[src/rtl/axis_merge.sv]
// axis_merge: packet-atomic, round-robin 2-to-1 AXI-stream merge.
// The output is served from a 2-entry registered buffer, so axis_out_tready
// never reaches either input tready combinationally.
// Optional build macro AXIS_MERGE_PKT_COUNT_EN adds the CW parameter and the
// per-input packet counters pkt_count0 / pkt_count1.
module axis_merge #(
    parameter int DW = 512
`ifdef AXIS_MERGE_PKT_COUNT_EN
    ,
    parameter int CW = 32
`endif
) (
    input  logic          clk,
    input  logic          reset,
    input  logic [DW-1:0] axis_in0_tdata,
    input  logic          axis_in0_tlast,
    input  logic          axis_in0_tvalid,
    output logic          axis_in0_tready,
    input  logic [DW-1:0] axis_in1_tdata,
    input  logic          axis_in1_tlast,
    input  logic          axis_in1_tvalid,
    output logic          axis_in1_tready,
    output logic [DW-1:0] axis_out_tdata,
    output logic          axis_out_tlast,
    output logic          axis_out_tvalid,
    input  logic          axis_out_tready
`ifdef AXIS_MERGE_PKT_COUNT_EN
    ,
    output logic [CW-1:0] pkt_count0,
    output logic [CW-1:0] pkt_count1
`endif
);

    typedef enum logic [1:0] {
        IDLE  = 2'd0,
        PASS0 = 2'd1,
        PASS1 = 2'd2
    } state_t;

    state_t      state;
    logic        last_grant;

    // Input acceptance stage (p0) and buffered output stage (p1)
    logic        acc0_p0;
    logic        acc1_p0;
    logic        push_p0;
    logic [DW:0] push_beat_p0;

    logic [DW:0] buf_beat_p1 [2];
    logic        buf_rd_p1;
    logic        buf_wr_p1;
    logic [1:0]  buf_cnt_p1;
    logic        pop_p1;

    // Only the granted input sees ready, and only while the buffer has room.
    assign axis_in0_tready = (state == PASS0) && (buf_cnt_p1 != 2'd2);
    assign axis_in1_tready = (state == PASS1) && (buf_cnt_p1 != 2'd2);

    assign acc0_p0      = axis_in0_tvalid & axis_in0_tready;
    assign acc1_p0      = axis_in1_tvalid & axis_in1_tready;
    assign push_p0      = acc0_p0 | acc1_p0;
    assign push_beat_p0 = acc1_p0 ? {axis_in1_tlast, axis_in1_tdata}
                                  : {axis_in0_tlast, axis_in0_tdata};

    // --- stage boundary: p0 accept -> p1 buffer head ---
    assign axis_out_tvalid = (buf_cnt_p1 != 2'd0);
    assign pop_p1          = axis_out_tvalid & axis_out_tready;
    assign {axis_out_tlast, axis_out_tdata} = buf_beat_p1[buf_rd_p1];

    // Grant FSM: arbitrate in IDLE, hold the grant until the TLAST beat is taken
    always_ff @(posedge clk or posedge reset) begin
        if (reset) begin
            state      <= IDLE;
            last_grant <= 1'b1;
        end else begin
            unique case (state)
                IDLE: begin
                    if (axis_in0_tvalid && axis_in1_tvalid) begin
                        if (last_grant) begin
                            state      <= PASS0;
                            last_grant <= 1'b0;
                        end else begin
                            state      <= PASS1;
                            last_grant <= 1'b1;
                        end
                    end else if (axis_in0_tvalid) begin
                        state      <= PASS0;
                        last_grant <= 1'b0;
                    end else if (axis_in1_tvalid) begin
                        state      <= PASS1;
                        last_grant <= 1'b1;
                    end
                end
                PASS0: begin
                    if (acc0_p0 && axis_in0_tlast) state <= IDLE;
                end
                PASS1: begin
                    if (acc1_p0 && axis_in1_tlast) state <= IDLE;
                end
                default: state <= IDLE;
            endcase
        end
    end

    // Two-entry output FIFO; push and pop in the same cycle keep the count
    always_ff @(posedge clk or posedge reset) begin
        if (reset) begin
            for (int i = 0; i < 2; i++) buf_beat_p1[i] <= '0;
            buf_rd_p1  <= 1'b0;
            buf_wr_p1  <= 1'b0;
            buf_cnt_p1 <= 2'd0;
        end else begin
            if (push_p0) begin
                buf_beat_p1[buf_wr_p1] <= push_beat_p0;
                buf_wr_p1              <= ~buf_wr_p1;
            end
            if (pop_p1) buf_rd_p1 <= ~buf_rd_p1;
            unique case ({push_p0, pop_p1})
                2'b10:   buf_cnt_p1 <= buf_cnt_p1 + 2'd1;
                2'b01:   buf_cnt_p1 <= buf_cnt_p1 - 2'd1;
                default: buf_cnt_p1 <= buf_cnt_p1;
            endcase
        end
    end

`ifdef AXIS_MERGE_PKT_COUNT_EN
    // Count accepted end-of-packet beats per input, wrapping modulo 2^CW
    always_ff @(posedge clk or posedge reset) begin
        if (reset) begin
            pkt_count0 <= '0;
            pkt_count1 <= '0;
        end else begin
            if (acc0_p0 && axis_in0_tlast) pkt_count0 <= pkt_count0 + CW'(1);
            if (acc1_p0 && axis_in1_tlast) pkt_count1 <= pkt_count1 + CW'(1);
        end
    end
`endif

endmodule

[config.mk]
export PLATFORM = sky130hd
export DESIGN_NAME = axis_merge
export DESIGN_NICKNAME = d
export VERILOG_FILES = /design/src/rtl/axis_merge.sv
export SDC_FILE = /design/constraint.sdc
export NUM_CORES = 2
export LEC_CHECK = 0
export CAP_MARGIN = 25
export CORE_AREA = 2 2 595 597
export CTS_CLUSTER_DIAMETER = 200
export CTS_CLUSTER_SIZE = 28
export DETAILED_ROUTE_END_ITERATION = 10
export DIE_AREA = 0 0 597 599
export PLACE_DENSITY = 0.37
export SLEW_MARGIN = 20
export SYNTH_ARGS = -nofsm -noshare
export SYNTH_HDL_FRONTEND = slang
export SYNTH_SLANG_ARGS = --single-unit
[constraint.sdc]
create_clock -name clk -period 52.3 [get_ports clk]
set_input_delay 7.845 -clock clk [delete_from_list [all_inputs] [get_ports clk]]
set_output_delay 7.845 -clock clk [all_outputs]
set_load 0.03 [all_outputs]
==> key figures <==
Run status
  – Status: completed

Detailed routing
  – Post-detailed-route wirelength per cell: 23.7 um
  – DR iter-0 viols: 2087
  – Ratio of routed vias to standard cells: 3.63
  – DRT antenna net count: 0
  – Vias: 37900
  – Drt total wl: 247 mm
  – DRC: 0
  – DRT Pass-1 Iters: 7

Critical path
  – Worst setup EP type: output pin
  – Delay of the slowest critical-path stage: 0.78 ns
  – Critical Path, Cell by Cell: buf_4, buf_4, buf_4, buf_4, mux2_2, clkdlybuf4s50_1
  – CP max stage cell: buf_4
  – Worst endpoint data arrival time: 5.72 ns
  – Crit Path Category: reg -> out
  – CP Launch Type: flip-flop
  – WP data required: 44.46 ns
  – Crit path max fanout: 56
  – Crit-path most repeated cell: buf_4
  – CP top delay family: buffers and inverters
  – WP buf/inv: 5

Synth
  – Top-count cell post-synth: dfrtp_1
  – Seq/Total Area, Yosys: 54.3%
  – Post-synthesis cell area: 47600 sq um
  – Top-area cell type share of the netlist area: 54.2%
  – Syn nets: 5518
  – Register bit total from synthesis: 1033
  – Yosys Warn Count: 0
  – Yosys cell types: 28
  – Ranking of synthesized cells by area: dfrtp_1 (54%), mux2_2 (12%), mux2i_1 (11%)
  – Syn Area/Cell: 10.6 sq um
  – Synth Instances: 4486
  – Post-synth EDFFs: 0
  – Synth area leader: dfrtp_1
  – Most instantiated cells after synthesis: dfrtp_1 (1032), nor2_1 (517), a21oi_1 (516), nand2_1 (516)
  – Most used DFF post-synth: dfrtp_1
  – Asr flop ratio synth: 100%

Timing
  – Crit path time final: 13.56 ns
  – Final Max Slew Viols: 0
  – Max Clock Freq: 73.7 MHz
  – Worst Skew: 0.0442 ns
  – Slew @ Worst Pin: 1.26 ns
  – Setup TNS: 0 ns
  – RSZ-0062 raised after global routing: false
  – Max transition margin: 16.2%
  – Final Hold Fails: 0
  – Final Setup Violations: 0
  – Period utilization: 25.9%

Global routing
  – First-pass GRT wire length: 330 mm
  – Largest net degree at the start of global routing: 208
  – Initial antenna violation count: 21
  – Vias in the first global route: 38200
  – Total GRT Usage: 13.3%
  – Total gr overflow: 0

Cells and area
  – Synthesis-to-layout area growth: 45.2%
  – Post-route non-filler standard cell count: 10400
  – Layout Nets: 6823
  – Fraction of layout cells with a size suffix above 1: 10.7%

Die
  – Die area: 358000 sq um
  – Die H: 599 um
  – Core area: 351000 sq um
  – Initial Utilization: 13.6%
  – Die width: 597 um
  – Io pins: 1547
  – # rows: 218

Min path
  – Hold Path Class: reg -> reg

Clocking
  – CTS Buffer Depth: 3
  – Clk slew on worst S/H paths: 0.12 ns
  – CTS tree: done
  – Worst-Skew Late Latency: 0.72 ns
  – H-tree depth: 2
  – Post-CTS Setup Bufs: 0
  – Root Driver: clkbuf_16
  – CTS Sinks: 1033
  – Post-CTS Hold Fix Bufs: 0
  – CTS Buf Count: 43
  – PostCTS Resize Cnt: 0

Pwr
  – Total power draw: 4.78 mW
  – PwrDens: 69.1 nW/um^2
  – P_leak: 30.1 nW
  – Worst vdd ir: 33.8 uV

Job
  – Max-cap violations: 0

Place
  – HPWL after DPL: 200 mm
  – RD Place Congestion: 0.827
  – Placed cell count: 10400
  – Port bufs: 1546
## registers in the layout, summed over array words and instances, names as in the netlist
signal	cells
last_grant	1
buf_rd_p1	1
buf_cnt_p1	2
state	2
buf_wr_p1	1
buf_beat_p1	1026
## per-stage QoR
stage	setup WS [ns]	util (%)	area (sq um)	hold slack, ns
floorplan	15.39	-	47600	0.444
global placement	38.35	19.3	67700	0.455
detailed placement	38.16	19.3	67900	0.464
CTS	38.54	19.7	69100	0.488
global route	38.41	19.7	69100	0.501
finish	38.74	19.7	69100	0.485
## worst paths after layout
path                                                   start                           end  slack (ns)  cells after the start
worst max-delay path                   buf_rd_p1$_DFFE_PP0P_           axis_out_tdata[243]       38.74                      6
worst min-delay path            buf_beat_p1[368]$_DFFE_PP0P_  buf_beat_p1[368]$_DFFE_PP0P_        0.48                      2
worst max register to register          state[0]$_DFFE_PP0P_  buf_beat_p1[320]$_DFFE_PP0P_       46.30                      9
worst min register to register  buf_beat_p1[368]$_DFFE_PP0P_  buf_beat_p1[368]$_DFFE_PP0P_        0.48                      2
max in group asynchronous                              reset  buf_beat_p1[243]$_DFFE_PP0P_       39.50                      8
min in group asynchronous                              reset  buf_beat_p1[523]$_DFFE_PP0P_        7.66                      2
## metal layers
metal | GRT usage (%) | wire length, um | vias to the layer above
met1 | 16.1 | 102000 | 18600
li1 | - | - | 18000
met4 | 2.78 | 4890 | 4
met5 | 0 | 22 | -
met2 | 23.9 | 126000 | 1130
met3 | 2.84 | 14100 | 102
## cell type report
| type | instances | area (sq um) |
|---|---|---|
| Multi-Input combinational cell | 3109 | 20100 |
| Timing Repair Buffer | 1601 | 16100 |
| Sequential cell | 1033 | 25900 |
| Fill cell | 38300 | 282000 |
| Tap cell | 4620 | 5780 |
| Clock inverter | 2 | 36.3 |
| Antenna cell | 12 | 30.0 |
| Inverter | 3 | 18.8 |
| Clock buffer | 53 | 1160 |
## worst register-to-register path: stages (launching register included)
cell	delay, ns
dfrtp_1	0.46
and3b_1	0.27
o211ai_4	0.18
buf_4	0.72
buf_4	0.86
buf_4	0.91
buf_4	0.67
buf_4	0.68
buf_12	0.56
o21ai_0	0.57
## cells by family after synthesis
kind of cell,synth area share [%]
adder cells (fa/ha/maj),0.0263
buffers and inverters,3.48
AND/OR/NAND/NOR,8.30
AO/OA/AOI/OAI,10.9
XOR/XNOR,0.0920
multiplexers,22.9
flip-flops,54.3
## layout by cell type, fill, tap and decap left out
cell type / count
o211a_4: 1
nand2b_1: 2
dfrtp_1: 1031
a31oi_1: 1
and3b_1: 3
o21ai_0: 315
mux2i_1: 513
a21oi_1: 516
ha_1: 1
diode_2: 12
buf_4: 39
nand3b_1: 1
inv_1: 2
nand2_1: 516
clkbuf_1: 8
or2_2: 1
mux2_2: 513
nand4b_1: 1
inv_16: 1
clkbuf_16: 45
buf_12: 10
clkinv_8: 1
and2_1: 1
inv_8: 1
dfstp_2: 1
nor2_1: 517
xnor2_1: 3
xor2_1: 2
buf_16: 5
dfrtp_4: 1
clkdlybuf4s50_1: 1544
buf_6: 3
o211ai_4: 1
o21ai_1: 200
nor3_1: 1
## where the power goes
| part | switching [mW] | internal [mW] |
|---|---|---|
| Clock | 0.279 | 0.159 |
| Combinational | 1.87 | 1.10 |
| Sequential | 0.185 | 1.18 |
| Total | 2.33 | 2.45 |
No activity file was read; power rests on OpenSTA's default activity.
